File: config.mk
export PLATFORM = sky130hd
export DESIGN_NAME = duty_clk_gen
export DESIGN_NICKNAME = d
export VERILOG_FILES = /design/src/rtl/duty_clk_pkg.sv /design/src/rtl/duty_clk_chan.sv /design/src/rtl/duty_clk_gen.sv
export SDC_FILE = /design/constraint.sdc
export NUM_CORES = 1
export LEC_CHECK = 0
export ABC_AREA = 1
export BUFFER_PORTS_ARGS = -buffer_cell sky130_fd_sc_hd__buf_2
export CAP_MARGIN = 20
export CORE_MARGIN = 5
export CORE_UTILIZATION = 52
export CTS_CLUSTER_DIAMETER = 60
export DETAILED_ROUTE_END_ITERATION = 8
export GPL_ROUTABILITY_DRIVEN = 0
export PLACE_DENSITY = 0.82
export SLEW_MARGIN = 20
export SYNTH_ARGS = -nofsm -noshare
export SYNTH_HDL_FRONTEND = slang
export SYNTH_HIERARCHICAL = 1
export SYNTH_SLANG_ARGS = --single-unit
File: constraint.sdc
create_clock -name clk -period 6.1 [get_ports clk]
set_clock_uncertainty 0.05 [all_clocks]
set_input_delay 0.305 -clock clk [delete_from_list [all_inputs] [get_ports clk]]
set_output_delay 0.305 -clock clk [all_outputs]
set_load 0.02 [all_outputs]
File: src/rtl/duty_clk_pkg.sv
// rtl/duty_clk_pkg.sv - shared width, config struct and threshold helper for duty_clk_gen
package duty_clk_pkg;

    localparam int DCW = 8;

    typedef struct packed {
        logic [DCW-1:0] period;
        logic [DCW-1:0] high;
    } chan_cfg_t;

    // Count value at which the high phase begins; 0 means the whole period is high.
    function automatic int unsigned hi_thresh(input int unsigned p, input int unsigned h);
        return (h >= p) ? 32'd0 : p - h;
    endfunction

endpackage

File: src/rtl/duty_clk_chan.sv
// rtl/duty_clk_chan.sv - one channel: counter, double-buffered config, registered outputs
module duty_clk_chan
    import duty_clk_pkg::*;
#(
    parameter int CW = DCW
) (
    input  logic          i_clk,
    input  logic          i_rst_n,
    input  logic          i_en,
    input  logic          i_load,
    input  logic [CW-1:0] i_period,
    input  logic [CW-1:0] i_high,
    output logic          o_clk,
    output logic          o_rise,
    output logic          o_pend
);

    logic [CW-1:0] r_cnt;
    logic [CW-1:0] r_pa;
    logic [CW-1:0] r_ha;
    logic [CW-1:0] r_pp;
    logic [CW-1:0] r_hp;
    logic          r_pend;
    logic          r_clk;
    logic          r_rise;

    logic [CW-1:0] w_last;
    logic          w_wrap;
    logic          w_apply;
    logic [CW-1:0] w_pa_n;
    logic [CW-1:0] w_ha_n;
    logic [CW-1:0] w_cnt_n;
    logic [CW-1:0] w_thr;
    logic          w_clk_n;
    logic          w_rise_n;

    assign w_last  = r_pa - CW'(1);
    assign w_wrap  = (r_cnt == w_last);
    assign w_apply = r_pend && (!i_en || (r_pa == '0) || w_wrap);
    assign w_pa_n  = w_apply ? r_pp : r_pa;
    assign w_ha_n  = w_apply ? r_hp : r_ha;

    // Any period boundary, apply or stop restarts the low phase at zero.
    assign w_cnt_n = (!i_en || w_apply || (r_pa == '0) || w_wrap) ? '0 : r_cnt + CW'(1);

    assign w_thr    = CW'(hi_thresh(32'(w_pa_n), 32'(w_ha_n)));
    assign w_clk_n  = i_en && (w_pa_n != '0) && (w_ha_n != '0) && (w_cnt_n >= w_thr);
    // A constant-high config has no edge inside the period, so it never strobes.
    assign w_rise_n = w_clk_n && !r_clk && (w_ha_n < w_pa_n);

    always_ff @(posedge i_clk or negedge i_rst_n) begin
        if (!i_rst_n) begin
            r_cnt  <= '0;
            r_pa   <= '0;
            r_ha   <= '0;
            r_pp   <= '0;
            r_hp   <= '0;
            r_pend <= 1'b0;
            r_clk  <= 1'b0;
            r_rise <= 1'b0;
        end else begin
            r_cnt  <= w_cnt_n;
            r_pa   <= w_pa_n;
            r_ha   <= w_ha_n;
            r_clk  <= w_clk_n;
            r_rise <= w_rise_n;
            if (i_load) begin
                r_pp   <= i_period;
                r_hp   <= i_high;
                r_pend <= 1'b1;
            end else if (w_apply) begin
                r_pend <= 1'b0;
            end
        end
    end

    assign o_clk  = r_clk;
    assign o_rise = r_rise;
    assign o_pend = r_pend;

endmodule

File: src/rtl/duty_clk_gen.sv
// rtl/duty_clk_gen.sv - multi-channel programmable period/duty clock and strobe generator
module duty_clk_gen
    import duty_clk_pkg::*;
#(
    parameter int NCH = 4,
    parameter int CW  = DCW
) (
    input  logic              clk,
    input  logic              rst_n,
    input  logic [NCH-1:0]    en,
    input  logic [NCH-1:0]    load,
    input  logic [NCH*CW-1:0] period,
    input  logic [NCH*CW-1:0] high,
    output logic [NCH-1:0]    clk_o,
    output logic [NCH-1:0]    rise_o,
    output logic [NCH-1:0]    pend_o
);

    for (genvar g = 0; g < NCH; g++) begin : g_chan
        duty_clk_chan #(
            .CW(CW)
        ) u_chan (
            .i_clk    (clk),
            .i_rst_n  (rst_n),
            .i_en     (en[g]),
            .i_load   (load[g]),
            .i_period (period[g*CW +: CW]),
            .i_high   (high[g*CW +: CW]),
            .o_clk    (clk_o[g]),
            .o_rise   (rise_o[g]),
            .o_pend   (pend_o[g])
        );
    end

endmodule

# --- Word level (Yosys, flattened, before mapping) ---
# Index checks and enable logic that the tools add are counted.
word_totals:
  reg_bits: 172
  in_bits: 74
  output_inout_bits: 12
classes:
  add_sub_neg: 12
  order_cmp: 12
  n_eq_ne: 4
  n_mux: 24
  n_reduce_logical: 68
ops:
  columns: ["operator", "n"]
  rows:
  - ["$mux W8", 16]
  - ["$ge A8 B8 Y1", 8]
  - ["$reduce_bool A8 Y1", 8]
  - ["$add A8 B1 Y8 const B", 4]
  - ["$eq A8 B8 Y1", 4]
  - ["$logic_not A8 Y1", 4]
  - ["$lt A8 B8 Y1", 4]
  - ["$sub A8 B1 Y8 const B", 4]
  - ["$sub A8 B8 Y8", 4]
  - ["$logic_and A1 B1 Y1", 24]
  - ["$logic_or A1 B1 Y1", 20]
  - ["$logic_not A1 Y1", 8]
  - ["$mux W1", 8]
  - ["$reduce_bool A2 Y1", 4]

# --- Longest topological paths before layout ---
# Gate-level depths: netlist of the first run.
depth:
  word_depth: 12
  mapped_depth: 40
  mapped_depth_nobuf: 39

# --- Modules after synthesis ---
# Netlist of the first run, hierarchy kept.
by_module_without_submodules:
  columns: ["module", "n_inst", "cells_per_inst", "area_each_um2", "seq_area_each_um2"]
  rows:
  - ["duty_clk_chan (g_chan[1].u_chan ...)", 2, 380, 2766.4, 1076.0]
  - ["duty_clk_chan (g_chan[0].u_chan)", 1, 370, 2705.1, 1076.0]
  - ["duty_clk_chan (g_chan[3].u_chan)", 1, 365, 2700.1, 1076.0]

# --- Worst setup path after synthesis of the first run ---
# Ideal clock, no wire load.
synth_path:
  path_type: "register to register"
  startpoint: "register g_chan[3].u_chan.r_pa[0]"
  endpoint: "register g_chan[3].u_chan.r_clk"
  arrival_ns: 4.300
  t_required_ns: 5.935
  slack_ns: 1.635
  path_stages_with_launch: 36
  n_path_buf: 1
  synth_period_minus_slack_ns: 4.465
  path_cell_list: "dfrtp_1 > inv_2 > ha_1 > nand2_1 > inv_1 > nor2_1 > nand2_1 > nor2_1 > nand3_1 > nor2_2 > nand2_2 > nand2_4 > buf_6 > nand3_1 > nand2_1 > inv_1 > ha_1 > fa_1 > o31ai_2 > nand2_1 > nand2_1 > a21oi_1 > nor2_1 > nor2_1 > nor2_1 > o21ai_2 > or2_2 > ha_1 > a21oi_1 > o21ai_0 > nand4_1 > o211ai_1 > o21ai_0 > inv_1 > nand3_2 > inv_1"
synth_between:
  word_cells_on_any_way: 21
synth_rtl:
  columns: ["element", "line", "rtl"]
  rows:
  - ["start: declaration", "duty_clk_chan.sv:19", "logic [CW-1:0] r_pa;"]
  - ["start signal: assignment", "duty_clk_chan.sv:63", "r_pa <= w_pa_n;"]
  - ["$sub A8 B1 Y8 / $logic_not A8 Y1 (equally long branches)", "duty_clk_chan.sv:37, duty_clk_chan.sv:39", null]
  - ["$eq A8 B8 Y1 / $logic_or A1 B1 Y1 (equally long branches)", "duty_clk_chan.sv:38, duty_clk_chan.sv:39", null]
  - ["$logic_or A1 B1 Y1 *", "duty_clk_chan.sv:39", "assign w_apply = r_pend && (!i_en || (r_pa == '0) || w_wrap);"]
  - ["$logic_and A1 B1 Y1 *", "duty_clk_chan.sv:39", null]
  - ["$mux W8 *", "duty_clk_chan.sv:41", "assign w_ha_n = w_apply ? r_hp : r_ha;"]
  - ["named net g_chan[3].u_chan.w_ha_n[0]", "duty_clk_chan.sv:31", "logic [CW-1:0] w_ha_n;"]
  - ["$sub A8 B8 Y8 / $ge A8 B8 Y1 (equally long branches)", "duty_clk_pkg.sv:13", "return (h >= p) ? 32'd0 : p - h;"]
  - ["$mux W8", "duty_clk_pkg.sv:13", null]
  - ["$ge A8 B8 Y1", "duty_clk_chan.sv:47", "assign w_clk_n = i_en && (w_pa_n != '0) && (w_ha_n != '0) && (w_cnt_n >= w_thr);"]
  - ["$logic_and A1 B1 Y1 *", "duty_clk_chan.sv:47", null]
  - ["named net g_chan[3].u_chan.w_clk_n", "duty_clk_chan.sv:34", "logic w_clk_n;"]
  - ["end signal: assignment", "duty_clk_chan.sv:65", "r_clk <= w_clk_n;"]
  - ["end: declaration", "duty_clk_chan.sv:24", "logic r_clk;"]
# Mark *: on every way through the listed nets, which the timed path passes. The rest lies on a longest branch.
# A chain may end at the register's enable or synchronous reset.

# --- Worst setup path after layout of the first run ---
layout_path:
  startpoint: "register g_chan[2].u_chan.r_pa[0]"
  endpoint: "register g_chan[2].u_chan.r_rise"
layout_between:
  elab_chain_len: 12
  word_cells_on_any_way: 24
layout_rtl:
  columns: ["element", "line", "rtl"]
  rows:
  - ["start: declaration", "duty_clk_chan.sv:19", null]
  - ["start signal: assignment", "duty_clk_chan.sv:63", null]
  - ["parallel branches: the longest is 11 deep, another holds $sub A8 B1 Y8", null, null]
  - ["$logic_and A1 B1 Y1 *", "duty_clk_chan.sv:49", "assign w_rise_n = w_clk_n && !r_clk && (w_ha_n < w_pa_n);"]
  - ["named net g_chan[2].u_chan.w_rise_n", "duty_clk_chan.sv:35", "logic w_rise_n;"]
  - ["end signal: assignment", "duty_clk_chan.sv:66", "r_rise <= w_rise_n;"]
  - ["end: declaration", "duty_clk_chan.sv:25", "logic r_rise;"]
# Mark *: on every way through the listed nets, which the timed path passes.

==> metrics.txt, run 1 <==
total number of vias 9,388; final WL 24.6 mm; r2r endpoint g_chan[2].u_chan/o_rise; CP Max Fanout 24; First-pass DRT Iterations 7; Worst R2R Start g_chan[2].u_chan/r_pa[0]; mean post-synth cell area 7.32 sq um; Worst EP arrival 5760 ps; # fillers 1,871; Port Buffers 85; Rows 53; Post-CTS Setup Inserts 0; synthesized cell area 10,900 sq um; final setup fails 0; Rel. slew slack 0.383; post_cts resized 0; worst hold path type in -> reg; Power per Cell Area 305 nW/um^2; placed cells 1,824; MaxCap Viol Count 0; largest net degree at the start of global routing 110; effective utilization at floorplan 0.524; clk buf depth 2; leak pwr 0.00672 uW; DIE AREA 24,000 sq um; Die Y 155 um; CP max stage cell fa_1; ranking of synthesized cells by area dfrtp_1 (39%), nand2_1 (14%), inv_1 (9.5%); initial antenna violation count 0; CTS root buffer clkbuf_16; Multi-input gate area 5330 sq um; hold wc startpoint high[12]; HPWL Detailed 18.3 mm; WL/cell 13.2 um; first-pass GRT wire length 42.0 mm; outcome completed; via/cell ratio 5.06; Max stage delay on crit path 420 ps; final-report hold violation count 0; number of global-route vias before repair 9,205; antenna viol nets, final 0; RSZ-0062 raised after global routing false; Initial DRC Count 661; most used cell, CP nand2_1; Synthesized Nets 1,645; R2R Setup Slk 660 ps; Peak VDD IR 0.000193 V; clock latency on the worst-skew pair 440 ps; # nets final 1,719; Critical Path Start Type flop; share of the yosys chip area belonging to registers 0.394; Ys Warns 6; Setup crit end g_chan[2].u_chan/o_rise; post-synthesis cell count 1,495; cell taking the most area after synthesis dfrtp_1; Synth cell types 38; Chip Width 155 um; CTS tree done; Yosys reg bits 172; Storage cell area 4300 sq um; crit path kind reg -> reg; Worst-path clk slew 70 ps; Worst Path Required 6420 ps; top cell type's share of synthesized area 0.394; Congestion Overflow GR 0; I/O pin cnt 86; CP Capture Type flop; Slew @ Worst Pin 925 ps; H-tree depth 4; GRT Overall Usage 0.209; Sink Count 172; antenna cells 0; clock buffer count from CTS 17; Max Freq 0.184 GHz; Reg2Reg Depth 34; core footprint 20,900 sq um; fin crit period 5440 ps; P&R area growth vs syn 10.9%; share of cells above drive strength 1 0.142; final non-filler cell total 1,857; # DRC 0; total negative slack 0 ps; Crit. Startpoint g_chan[2].u_chan/r_pa[0]; crit share post-route 0.892; max-slew violation count 0
worst max-delay path, delay by kind of cell, from the launching register on:
family / cells / cell delay (ps)
buffers and inverters: 2 / 240
flip-flops: 1 / 380
AO/OA/AOI/OAI: 6 / 970
adder cells (fa/ha/maj): 4 / 1220
AND/OR/NAND/NOR: 22 / 2500
layout by cell type (no fill, tap or decap), drive strengths merged:
master / netlist / layout
nand2: 448 / 448
nor2: 139 / 139
o2111ai: 3 / 3
o21bai: 5 / 5
nor3: 14 / 14
xnor2: 5 / 5
and3: 4 / 4
nor4: 1 / 1
dfrtp: 172 / 172
inv: 292 / 301
o21ai: 94 / 94
o211ai: 1 / 1
o31a: 2 / 2
clkbuf: 13 / 19
o31ai: 3 / 3
fa: 4 / 4
or2: 8 / 8
clkinv: 1 / 2
nand3: 106 / 106
clkinvlp: 0 / 2
ha: 72 / 72
a21oi: 49 / 49
buf: 19 / 85
nand4: 10 / 10
bufinv: 0 / 2
dlygate4sd3: 0 / 1
nor3b: 12 / 12
xor2: 14 / 14
a31oi: 2 / 2
a211oi: 2 / 2
sequential cells by signal, indices dropped and copies added, names as in the netlist:
register              count
g_chan.u_chan/o_clk       4
g_chan.u_chan/o_pend      4
g_chan.u_chan/o_rise      4
g_chan.u_chan/r_cnt      32
g_chan.u_chan/r_ha       32
g_chan.u_chan/r_hp       32
g_chan.u_chan/r_pa       32
g_chan.u_chan/r_pp       32
cells in the mapped netlist (all sizes together):
| cell | n |
|---|---|
| nor3 | 14 |
| and3 | 4 |
| nor4 | 1 |
| a211oi | 2 |
| o21bai | 5 |
| clkinv | 1 |
| o31ai | 3 |
| a21oi | 49 |
| nor3b | 12 |
| xnor2 | 5 |
| nand3 | 106 |
| or2 | 8 |
| a31oi | 2 |
| o31a | 2 |
| clkbuf | 13 |
| ha | 72 |
| inv | 292 |
| nor2 | 139 |
| fa | 4 |
| nand2 | 448 |
| o211ai | 1 |
| buf | 19 |
| nand4 | 10 |
| o21ai | 94 |
| xor2 | 14 |
| o2111ai | 3 |
| dfrtp | 172 |
logic make-up after synthesis:
| group | Yosys count | share of synthesized area |
|---|---|---|
| flip-flops | 172 | 0.394 |
| AND/OR/NAND/NOR | 742 | 0.302 |
| adder cells (fa/ha/maj) | 76 | 0.0897 |
| buffers and inverters | 325 | 0.119 |
| AO/OA/AOI/OAI | 161 | 0.0803 |
| XOR/XNOR | 19 | 0.0152 |
report_power, final:
group,switching [uW],internal (uW)
combinational,794,429
sequential,81.4,1270
clock,501,622
routing by layer:
| metal | GRT usage | vias to the layer above | part of all wire |
|---|---|---|---|
| li1 | - | 4780 | - |
| met1 | 0.276 | 4314 | 0.45 |
| met2 | 0.361 | 249 | 0.48 |
| met3 | 0.0295 | 45 | 0.046 |
| met4 | 0.0563 | 0 | 0.018 |
| met5 | 0 | - | 0 |
worst min path at each step:
stage / end / slack [ps] / depth (start not counted)
global placement: g_chan[0].u_chan/r_pp[2] / 440 / 2
global route: g_chan[1].u_chan/r_pp[3] / 20 / 3
floorplan: g_chan[0].u_chan/o_clk / -40 / 0
finish: g_chan[1].u_chan/r_hp[4] / 20 / 3
detailed placement: g_chan[0].u_chan/r_pp[2] / 440 / 2
CTS: g_chan[2].u_chan/r_cnt[7] / 8 / 1
stage by stage:
| step | area, sq um | utilization | total power (uW) | hold slack, ps | setup slack (ps) |
|---|---|---|---|---|---|
| after floorplan | 10900 | - | 2260 | -40.6 | 1640 |
| after global placement | 11500 | 0.551 | 2520 | 443 | 865 |
| after detailed placement | 11500 | 0.551 | 2560 | 441 | 763 |
| after CTS | 12100 | 0.580 | 3700 | 8.35 | 706 |
| after global routing | 12100 | 0.581 | 3960 | 21.7 | 76.1 |
| final | 12100 | 0.581 | 3700 | 19.7 | 657 |
what timing repair did:
| item | CTS | global route |
|---|---|---|
| endpoints found under the setup margin | 0 | 0 |
| endpoints found under the hold margin | 0 | 3 |
| hold buffers | 0 | 1 |
final cells by class:
class,instances,area share
well taps,275,0.0284
flip-flops and latches,172,0.355
repair buffers,87,0.0372
clock inverters,14,0.0142
multi-input cells,998,0.439
clock buffers,18,0.0354
inverters,293,0.0908
Note: power is estimated with default switching activity, not from simulation.
==> run 2, diff against run 1 <==
--- a/config.mk
+++ b/config.mk
@@ -8,12 +8,13 @@
 export ABC_AREA = 1
 export BUFFER_PORTS_ARGS = -buffer_cell sky130_fd_sc_hd__buf_2
 export CAP_MARGIN = 20
-export CORE_MARGIN = 5
 export CORE_UTILIZATION = 52
 export CTS_CLUSTER_DIAMETER = 60
 export DETAILED_ROUTE_END_ITERATION = 8
 export GPL_ROUTABILITY_DRIVEN = 0
+export MAX_ROUTING_LAYER = met4
 export PLACE_DENSITY = 0.82
+export REMOVE_ABC_BUFFERS = 1
 export SLEW_MARGIN = 20
 export SYNTH_ARGS = -nofsm -noshare
 export SYNTH_HDL_FRONTEND = slang
==> run 2 against run 1 <==
Against the previous run: routed wire length decreased by 1.0%; via count increased by 1.5%; sequential share of layout area decreased by 0.081 points; first-iteration DRC count decreased by 12%; utilization increased by 1.4 points; sequential cell count unchanged; sequential power about the same; clock-buffer cell count increased by 2; setup slack improved by 89 ps; power increased by 0.96%; clock power increased by 5%; non-clock buffer count unchanged.
==> metrics.txt, run 2 (same netlist as run 1, synthesis figures left out) <==
fin crit period 5350 ps; worst hold path type in -> reg; via/cell ratio 5.14; clock latency on the worst-skew pair 430 ps; # nets final 1,719; Congestion Overflow GR 0; Rel. slew slack 0.373; First-pass DRT Iterations 8; H-tree depth 4; antenna viol nets, final 0; first-pass GRT wire length 41.2 mm; Peak VDD IR 0.000228 V; clk buf depth 2; Post-CTS Setup Inserts 0; antenna cells 0; clock buffer count from CTS 17; Slew @ Worst Pin 940 ps; CTS root buffer clkbuf_16; max-slew violation count 0; final-report hold violation count 0; CP Max Fanout 24; most common cell after layout, fill and taps aside nand2_1; commonest non-fill, non-tap cells in the layout nand2_1 (402), inv_1 (276), dfrtp_1 (172); Rows 52; initial antenna violation count 0; Initial DRC Count 579; WL/cell 13.1 um; Chip Width 147 um; PnR worst setup slack 746 ps; Worst-path clk slew 70 ps; # DRC 0; HPWL Detailed 18.1 mm; final setup fails 0; Critical Path Start Type flop; CP max stage cell fa_1; number of global-route vias before repair 9,277; crit path kind reg -> reg; I/O pin cnt 86; dpl ws 875 ps; CTS tree done; crit share post-route 0.878; Worst EP arrival 5660 ps; total negative slack 0 ps; Port Buffers 85; GRT Overall Usage 0.242; share of cells above drive strength 1 0.142; effective utilization at floorplan 0.535; MaxCap Viol Count 0; final WL 24.3 mm; Die Y 147 um; Worst Path Required 6410 ps; most used cell, CP nand2_1; Max Freq 0.187 GHz; P&R area growth vs syn 11.2%; Power per Cell Area 307 nW/um^2; Post-CTS Hold Buffers 1; total number of vias 9,526; Max stage delay on crit path 420 ps; post_cts resized 0; CP Capture Type flop; outcome completed; DIE AREA 21,600 sq um; # fillers 1,830; core footprint 20,400 sq um; RSZ-0062 raised after global routing false; leak pwr 0.00674 uW; Sink Count 172; largest net degree at the start of global routing 97
run 2: changes by cell type in the layout (fill, tap and decap cells not counted), sizes merged:
| cell | previous run | this run |
|---|---|---|
| clkinvlp | 2 | 1 |
| clkinv | 2 | 4 |
| bufinv | 2 | 4 |
| inv | 301 | 296 |
| clkbuf | 19 | 20 |
| buf | 85 | 86 |
run 2: layer usage:
metal / part of all wire / GRT usage
met1: 0.45 / 0.307
met2: 0.48 / 0.396
met3: 0.046 / 0.0401
met4: 0.021 / 0.0794
met5: 0 / -
run 2: cell type report:
class / instances / area [sq um] / area share
clock buffer: 20 / 457 / 0.0376
clock inverter: 12 / 181 / 0.0149
inverter: 293 / 1100 / 0.0906
multi-input combinational: 998 / 5330 / 0.438
sequential: 172 / 4300 / 0.354
tap: 270 / 338 / 0.0278
timing repair buffer: 87 / 449 / 0.0369
run 2: worst max-delay path, delay by kind of cell (launching register included):
family                     cells  cell delay, ps
DFF                            1             380
buffers and inverters          2             220
and+or+nand+nor               22            2440
adders and majority gates      4            1210
AOI/OAI and AO/OA              6             990
run 2: path summary, 6_finish.rpt:
path	from	end	slack (ps)	cells after the start
max	g_chan[2].u_chan/r_pa[0]	g_chan[2].u_chan/o_rise	750	34
min	period[18]	g_chan[2].u_chan/r_pp[2]	40	3
max reg2reg	g_chan[2].u_chan/r_pa[0]	g_chan[2].u_chan/o_rise	750	34
min reg2reg	g_chan[3].u_chan/r_pp[2]	g_chan[3].u_chan/r_pp[2]	460	2
max in group asynchronous	rst_n	g_chan[3].u_chan/r_pa[3]	4010	3
min in group asynchronous	rst_n	g_chan[1].u_chan/o_pend	490	2
run 2: through the flow:
| stage | util | hold WS [ps] | area (sq um) | std cells | total power, uW |
|---|---|---|---|---|---|
| detailed placement | 0.563 | 430 | 11500 | 1819 | 2560 |
| global route | 0.595 | 23.9 | 12200 | 1852 | 4000 |
| finish | 0.595 | 36.0 | 12200 | 1852 | 3730 |
| CTS | 0.595 | 24.5 | 12200 | 1852 | 3750 |
| floorplan | - | -40.6 | 10700 | 1463 | 2240 |
| global placement | 0.563 | 416 | 11500 | 1819 | 2510 |
run 2: report_power, final:
group,total [uW],switching [uW],internal [uW]
Combinational,1200,775,426
Sequential,1360,85.3,1270
Clock,1180,463,713
Total,3730,1320,2410
